<file path="src/rtl/vc_mem_arbiter.sv">
// Arbitrates between victim-cache write-backs and L2 miss fills for a single
// physical memory port. VC wins by default, but after two VC grants taken while
// L2 was also waiting, L2 gets the next grant so it cannot be starved.
module vc_mem_arbiter (
  input  logic         clk,
  input  logic         reset,
  input  logic         vc_req,
  input  logic [15:0]  vc_address,
  input  logic [127:0] vc_wdata,
  output logic         vc_mem_ack,
  input  logic         l2_mem_read,
  input  logic [15:0]  l2_address,
  output logic [127:0] l2_mem_rdata,
  output logic         l2_mem_ack,
  output logic         pmem_read,
  output logic         pmem_write,
  output logic [15:0]  pmem_address,
  output logic [127:0] pmem_wdata,
  input  logic [127:0] pmem_rdata,
  input  logic         pmem_resp
);

  localparam int unsigned ADDR_W   = 16;
  localparam int unsigned DATA_W   = 128;
  localparam int unsigned STREAK_W = 2;
  localparam logic [STREAK_W-1:0] STREAK_MAX = STREAK_W'(2);

  typedef enum logic [1:0] {
    IDLE     = 2'd0,
    VC_WRITE = 2'd1,
    L2_READ  = 2'd2
  } state_t;

  state_t                state_q, state_d;
  logic [STREAK_W-1:0]   vc_streak_q, vc_streak_d;
  logic [ADDR_W-1:0]     addr_q, addr_d;
  logic [DATA_W-1:0]     wdata_q, wdata_d;
  logic [DATA_W-1:0]     rdata_q, rdata_d;
  logic                  vc_wins;

  // VC has priority unless L2 is waiting and VC has already won twice in a row.
  assign vc_wins = vc_req && !(l2_mem_read && (vc_streak_q == STREAK_MAX));

  // State, fairness counter and captured transaction registers.
  always_ff @(posedge clk or posedge reset) begin
    if (reset) begin
      state_q     <= IDLE;
      vc_streak_q <= '0;
      addr_q      <= '0;
      wdata_q     <= '0;
      rdata_q     <= '0;
    end else begin
      state_q     <= state_d;
      vc_streak_q <= vc_streak_d;
      addr_q      <= addr_d;
      wdata_q     <= wdata_d;
      rdata_q     <= rdata_d;
    end
  end

  // Next-state, grant capture and completion acks.
  always_comb begin
    state_d     = state_q;
    vc_streak_d = vc_streak_q;
    addr_d      = addr_q;
    wdata_d     = wdata_q;
    rdata_d     = rdata_q;
    vc_mem_ack  = 1'b0;
    l2_mem_ack  = 1'b0;

    unique case (state_q)
      IDLE: begin
        if (vc_wins) begin
          state_d = VC_WRITE;
          addr_d  = vc_address;
          wdata_d = vc_wdata;
          if (l2_mem_read) begin
            vc_streak_d = (vc_streak_q == STREAK_MAX) ? STREAK_MAX
                                                      : vc_streak_q + STREAK_W'(1);
          end else begin
            vc_streak_d = '0;
          end
        end else if (l2_mem_read) begin
          state_d     = L2_READ;
          addr_d      = l2_address;
          vc_streak_d = '0;
        end
      end
      VC_WRITE: begin
        if (pmem_resp) begin
          vc_mem_ack = 1'b1;
          state_d    = IDLE;
        end
      end
      L2_READ: begin
        if (pmem_resp) begin
          l2_mem_ack = 1'b1;
          rdata_d    = pmem_rdata;
          state_d    = IDLE;
        end
      end
      default: state_d = IDLE;
    endcase
  end

  // Strobes decode from registered state only; fill data bypasses on the ack cycle.
  always_comb begin
    pmem_write   = (state_q == VC_WRITE);
    pmem_read    = (state_q == L2_READ);
    pmem_address = addr_q;
    pmem_wdata   = wdata_q;
    l2_mem_rdata = l2_mem_ack ? pmem_rdata : rdata_q;
  end

endmodule

</file>
<file path="config.mk">
export PLATFORM = sky130hd
export DESIGN_NAME = vc_mem_arbiter
export DESIGN_NICKNAME = d
export VERILOG_FILES = /design/src/rtl/vc_mem_arbiter.sv
export SDC_FILE = /design/constraint.sdc
export NUM_CORES = 1
export LEC_CHECK = 0
export CORE_AREA = 2 2 223 225
export CTS_BUF_LIST = sky130_fd_sc_hd__clkbuf_2
export CTS_CLUSTER_DIAMETER = 40
export DETAILED_ROUTE_END_ITERATION = 10
export DIE_AREA = 0 0 225 227
export PLACE_DENSITY = 0.52
export SYNTH_ARGS = -nofsm -noshare
export SYNTH_HDL_FRONTEND = slang
export SYNTH_SLANG_ARGS = --single-unit
</file>
<file path="constraint.sdc">
create_clock -name clk -period 12.2 [get_ports clk]
set_clock_uncertainty 0.1 [all_clocks]
set_input_delay 1.83 -clock clk [delete_from_list [all_inputs] [get_ports clk]]
set_output_delay 1.83 -clock clk [all_outputs]
set_load 0.01 [all_outputs]
</file>
==> impl_results.md, run 1 <==
- Hold Buf Count CTS: 0
- Pwr Density: 261 nW/µm²
- Initial DRC count: 187
- Sw Pwr: 1.54 mW
- Vias in the first global route: 8543
- Hold Path End: rdata_q[2]$_DFFE_PP0N_
- Core area: 48500 µm²
- Mapped Area: 10900 µm²
- Commonest non-fill, non-tap cell in the layout: clkdlybuf4s50_1
- Hold path depth: 1
- Final slew viol count: 0
- Net Sw Frac: 0.328
- Crit path cell chain: clkdlybuf4s50_1, nand2_4, buf_4, mux2_2, clkdlybuf4s50_1
- Post-synth cell types: 21
- Worst setup SP type: input pin
- Pin count of the biggest net entering global routing: 88
- Area of the multi-input gates: 3730 µm²
- CTS Sinks: 276
- Fin area: 18000 µm²
- Die H: 227 µm
- Worst Path Max Fanout: 73
- Met3 Wirelength: 3.14 mm
- GP Congestion: 0.768
- Max Cap Violations: 0
- Die X-Extent: 225 µm
- All-Layer GR Usage: 0.136
- Critical Path AT: 4.92 ns
- FF-to-FF setup slack: 9.09 ns
- Top-level I/O count: 569
- Max incr delay on CP: 0.86 ns
- Critical Path RT: 10.27 ns
- RSZ-0062 raised after global routing: false
- Minimum clock period: 6.85 ns
- Internal: 3.15 mW
- LEAKAGE: 7.88 nW
- Worst slack at placement: 5.26 ns
- Via count: 7841
- Per-cell routed wire length: 18.2 µm
- Seq/Total Area, Yosys: 0.634
- Clock Latency Late Sink: 0.96 ns
- Via-per-instance ratio: 3.96
- Grt ovf: 0
- Initial antenna violation count: 5
- Fill cells: 4786
- Post-CTS setup buffer count: 0
- Gate Count Post-Synth: 663
- Non-Filler Instances: 1979
- Hold_sp: rdata_q[2]$_DFFE_PP0N_
- Top delay family on crit path: buffers and inverters
- CTS resizes: 0
- Worst Hold Class: register to register
- Worst VDD drop: 0.0000953 V
- Worst Setup Slack, final: 5.35 ns
- WL met2: 18.4 mm
- Worst reg-to-reg path cell count: 6
- Worst r2r src: vc_streak_q[0]$_DFFE_PP0P_
- Final setup viols: 0
- Synthesized area per cell: 16.4 µm²
- Clock share of power: 0.152
- Clock Tree Root: clkbuf_2
- Syn Nets: 961
- ANT nets after route: 0
- Top cell by count, worst path: clkdlybuf4s50_1
- Pwr Total: 4.69 mW
- Nets@finish: 1585
- FP Rows: 81
- DP Cell Count: 1822
- Crit. End Element: output port
- Buf/Inv on CP: 3
- Slew Limit Headroom: 0.267
- Seq pwr share: 0.334
- Worst-Margin Slew: 1.10 ns
- CTS buffer count: 85
- Slowest cell on the critical path: buf_4
- Flops & latches, synth: 276
- Worst r2r dst: pmem_wdata[49]$_DFFE_PP0P_
- Worst-case clock buffer depth: 3
- Met1 Wirelength: 13.5 mm
- Residual DRC: 0
- Max frequency: 0.146 GHz
- Status: finished clean
- Top layer in use: met5
- Share of cells above drive strength 1: 0.295
- CTS H-Tree Depth: 3
- Port Buf Inserts: 568
- CTS tree: built
- Post-DP Area: 17200 µm²
- Clock Pin Slew Worst Setup and Hold Paths: 0.08 ns
- First-pass GRT wire length: 52.1 mm
- Period Utilization, post-route: 0.562
- TNS Setup: 0 ns
- Detail Placement HPWL: 26.0 mm
- Final Hold Vio Count: 0
- Die area: 51100 µm²
- Combinational Power Share: 0.515
- Setup Crit Path Kind: input pin to output port
- Area delta synth->final: 64.9%
- Register area: 6910 µm²
- Initial Util: 0.224
- Most frequent cells in the layout: clkdlybuf4s50_1 (568), dfrtp_1 (276), mux2_2 (158), clkbuf_2 (121), mux2_4 (98)
- Yosys warns: 0
- Number of iterations in the first detailed-routing pass: 6
- Final WL: 35.9 mm
## how the worst max path moves through the flow
stage | depth (start not counted) | start | endpoint | slack [ns]
after CTS | 5 | pmem_resp | l2_mem_rdata[1] | 5.26
after detailed placement | 5 | pmem_resp | l2_mem_rdata[25] | 5.26
final | 5 | pmem_resp | l2_mem_rdata[94] | 5.35
after global routing | 5 | pmem_resp | l2_mem_rdata[51] | 5.13
after global placement | 5 | pmem_resp | l2_mem_rdata[1] | 5.32
after floorplan | 1 | reset | pmem_address[0]$_DFFE_PP0P_ | 2.66
## kinds of logic (layout without fill, tap and decap cells)
group / after synthesis / count (layout) / share of synthesized area
flip-flops: 276 / 276 / 0.634
other: 0 / 8 / 0
adder cells (fa/ha/maj): 5 / 5 / 0.00575
multiplexers: 256 / 256 / 0.299
AND/OR/NAND/NOR: 56 / 56 / 0.0205
buffers and inverters: 44 / 730 / 0.0248
AO/OA/AOI/OAI: 26 / 26 / 0.0161
## sequential cells by signal, summed over array words and instances, names as in the netlist
signal / cells
pmem_wdata: 128
rdata_q: 128
vc_streak_q: 2
pmem_address: 16
state_q: 2
## cell type report
| type | instances | share of cell area |
|---|---|---|
| sequential | 276 | 0.385 |
| timing repair buffer | 573 | 0.319 |
| multi-input combinational | 343 | 0.208 |
| tap | 622 | 0.0434 |
| clock buffer | 121 | 0.0337 |
| clock inverter | 28 | 0.00829 |
| inverter | 8 | 0.00209 |
| antenna | 8 | 0.00112 |
## per-stage QoR
stage	hold WS, ns	utilization
4_1_cts	0.401	0.369
3_3_place_gp	0.378	0.354
2_1_floorplan	0.397	-
3_5_place_dp	0.381	0.354
5_1_grt	0.409	0.370
6_report	0.397	0.370
## power groups by stage
stage / Clock (mW) / Combinational [mW] / Sequential [mW]
after floorplan: 0 / 1.04 / 1.67
after global placement: 0 / 2.43 / 1.57
after detailed placement: 0 / 2.44 / 1.58
after CTS: 0.759 / 2.45 / 1.57
after global routing: 0.811 / 2.56 / 1.62
final: 0.710 / 2.41 / 1.56
## worst reg2reg max path, delay by kind of cell (launching register included)
kind,cells,cell delay [ns]
AO/OA/AOI/OAI,1,0.52
AND/OR/NAND/NOR,1,0.58
adder cells (fa/ha/maj),1,0.26
multiplexers,1,0.41
buffers and inverters,2,0.77
flip-flops,1,0.32
## cells in the mapped netlist (all sizes together)
master | instances | share of area
nand2b | 1 | 0.00057
nor2b | 2 | 0.0011
inv | 8 | 0.0028
a21oi | 1 | 0.00046
nor2 | 16 | 0.0055
o21a | 1 | 0.00069
o22ai | 3 | 0.0017
buf | 29 | 0.020
o21ai | 3 | 0.0014
ha | 5 | 0.0057
nand2 | 36 | 0.013
a31oi | 16 | 0.0092
and2 | 1 | 0.00057
a21boi | 1 | 0.0017
a21bo | 1 | 0.00092
dfrtp | 276 | 0.63
clkbuf | 7 | 0.0024
mux2 | 256 | 0.30
## per-layer routing
metal,vias up,GRT usage
met5,-,0
met4,4,0.0587
met3,67,0.0581
met2,348,0.231
met1,3820,0.149
li1,3602,-
Note: power is estimated with default switching activity, not from simulation.
==> run 2: changes to the inputs <==
Clock period 12.2 ns to 6.62 ns, I/O delays scaled along.
==> run 2 against run 1 <==
  * Via count is 0.93% higher
  * Sequential power up 85%
  * Clock-buffer cell count grew 2
  * Global-route usage shrank 0.066 points
  * Core utilization up 0.075 points
  * Setup slack got worse by 3.6 ns
  * Non-clock buffer count fell by 1
  * Sequential cell count did not move
  * Wire length shrank 0.80%
  * First-iteration DRC count grew 25%
  * Critical path depth is 1 higher
  * Critical path type is now register to output port
  * Final cell count is 0.20% lower
==> impl_results.md, run 2 (same netlist as run 1, synthesis figures left out) <==
- Status: finished clean
- Worst slack at placement: 1.94 ns (-3.33 ns)
- Post-DP Area: 17200 µm² (+0.15%)
- All-Layer GR Usage: 0.135 (-0.000665)
- Die H: 227 µm (unchanged)
- Register area: 6910 µm² (unchanged)
- Clock Latency Late Sink: 0.98 ns (+0.02 ns)
- Die X-Extent: 225 µm (unchanged)
- Slowest cell on the critical path: nand2_4
- Non-Filler Instances: 1975 (-0.20%)
- Worst Path Max Fanout: 79 (+8.2%)
- CTS H-Tree Depth: 3 (unchanged)
- CTS tree: built
- Critical Path AT: 3.73 ns (-1.19 ns)
- Post-CTS setup buffer count: 0 (unchanged)
- FF-to-FF setup slack: 3.46 ns (-5.63 ns)
- Final Util: 0.371 (+0.000748)
- Initial DRC count: 234 (+25%)
- GP Congestion: 0.735 (-4.2%)
- Hold Buf Count CTS: 0 (unchanged)
- Area of the multi-input gates: 3730 µm² (unchanged)
- Worst setup SP type: register
- Fill cells: 4806 (+0.42%)
- Die area: 51100 µm² (unchanged)
- Max incr delay on CP: 0.59 ns (-0.27 ns)
- Top-level I/O count: 569 (unchanged)
- First-pass GRT wire length: 52.1 mm (-0.12%)
- Final Hold Vio Count: 0 (unchanged)
- CTS Sinks: 276 (unchanged)
- Slew Limit Headroom: 0.212 (-0.0542)
- Clock Tree Root: clkbuf_2
- Vias in the first global route: 8669 (+1.5%)
- Final setup viols: 0 (unchanged)
- Worst-Margin Slew: 1.18 ns (+0.0814 ns)
- Most frequent cells in the layout: clkdlybuf4s50_1 (568), dfrtp_1 (276), mux2_2 (158), clkbuf_2 (123), mux2_4 (98)
- Area delta synth->final: 65.2%
- Period Utilization, post-route: 0.729
- Initial antenna violation count: 6 (+1)
- Residual DRC: 0 (unchanged)
- Grt ovf: 0 (unchanged)
- Worst VDD drop: 0.000205 V (+110%)
- Fin area: 18000 µm² (+0.20%)
- LEAKAGE: 7.91 nW (+0.38%)
- Commonest non-fill, non-tap cell in the layout: clkdlybuf4s50_1
- Worst Hold Class: input pin to asynchronous set/reset pin
- Detail Placement HPWL: 25.7 mm (-1.3%)
- Max frequency: 0.207 GHz
- Worst-case clock buffer depth: 3 (unchanged)
- Crit path cell chain: inv_1, ha_1, nand2_4, buf_12, mux2_2, clkdlybuf4s50_1
- WHS: 0.352 ns (-0.0455 ns)
- Per-cell routed wire length: 18.0 µm (-0.60%)
- Initial Util: 0.224 (unchanged)
- CTS resizes: 0 (unchanged)
- RSZ-0062 raised after global routing: false
- Critical Path RT: 5.53 ns (-4.74 ns)
- Pwr Total: 8.68 mW (+85%)
- TNS Setup: 0 ns (unchanged)
- Share of cells above drive strength 1: 0.296 (+0.00118)
- Final WL: 35.6 mm (-0.80%)
- ANT nets after route: 0 (unchanged)
- Pin count of the biggest net entering global routing: 126 (+43%)
- Core area: 48500 µm² (unchanged)
- Crit. End Element: output port
- Setup Crit Path Kind: register to output port
- Max Cap Violations: 0 (unchanged)
- Minimum clock period: 4.83 ns
- Final slew viol count: 0 (unchanged)
- CTS buffer count: 83 (-2.4%)
- Nets@finish: 1582 (-0.19%)
- FP Rows: 81 (unchanged)
- Via-per-instance ratio: 4.01 (+1.1%)
- Port Buf Inserts: 568 (unchanged)
- Worst reg-to-reg path cell count: 5 (-1)
- Via count: 7914 (+0.93%)
- Number of iterations in the first detailed-routing pass: 4 (-2)
- DP Cell Count: 1821 (-0.055%)
- Worst Setup Slack, final: 1.79 ns (-3.55 ns)
- Clock Pin Slew Worst Setup and Hold Paths: 0.10 ns (+0.02 ns)
- Pwr Density: 483 nW/µm² (+85%)
## run 2: power breakdown
| group | internal (mW) | switching (mW) |
|---|---|---|
| clock network | 0.574 | 0.766 |
| registers | 2.54 | 0.352 |
| logic | 2.74 | 1.71 |
## run 2: critical path, delay by kind of cell (launching register included)
family	cells	cell delay, ns
and+or+nand+nor	1	0.59
buffers and inverters	3	1.03
DFF	1	0.38
muxes	1	0.41
adders and majority gates	1	0.25
## run 2: per-layer routing
layer	global-route usage	routed length, µm	up-vias
met5	0	27	-
met4	0.0590	980	4
met3	0.0570	3220	79
met2	0.225	17700	353
met1	0.152	13700	3879
li1	-	-	3599
## run 2: worst paths after layout
kind | endpoint | from
worst max-delay path | l2_mem_rdata[15] | state_q[0]$_DFFE_PP0P_
worst min-delay path | pmem_wdata[7]$_DFFE_PP0P_ | reset
worst max register to register | pmem_wdata[4]$_DFFE_PP0P_ | vc_streak_q[1]$_DFFE_PP0P_
worst min register to register | rdata_q[43]$_DFFE_PP0N_ | rdata_q[43]$_DFFE_PP0N_
max in group asynchronous | pmem_address[14]$_DFFE_PP0P_ | reset
min in group clk | rdata_q[43]$_DFFE_PP0N_ | rdata_q[43]$_DFFE_PP0N_
## run 2: layout make-up
type                    count  area share
clock buffers             123      0.0342
well taps                 622      0.0433
clock inverters            25     0.00856
flip-flops and latches    276       0.384
inverters                   8     0.00188
multi-input cells         343       0.207
diodes                      6    0.000835
repair buffers            572       0.320
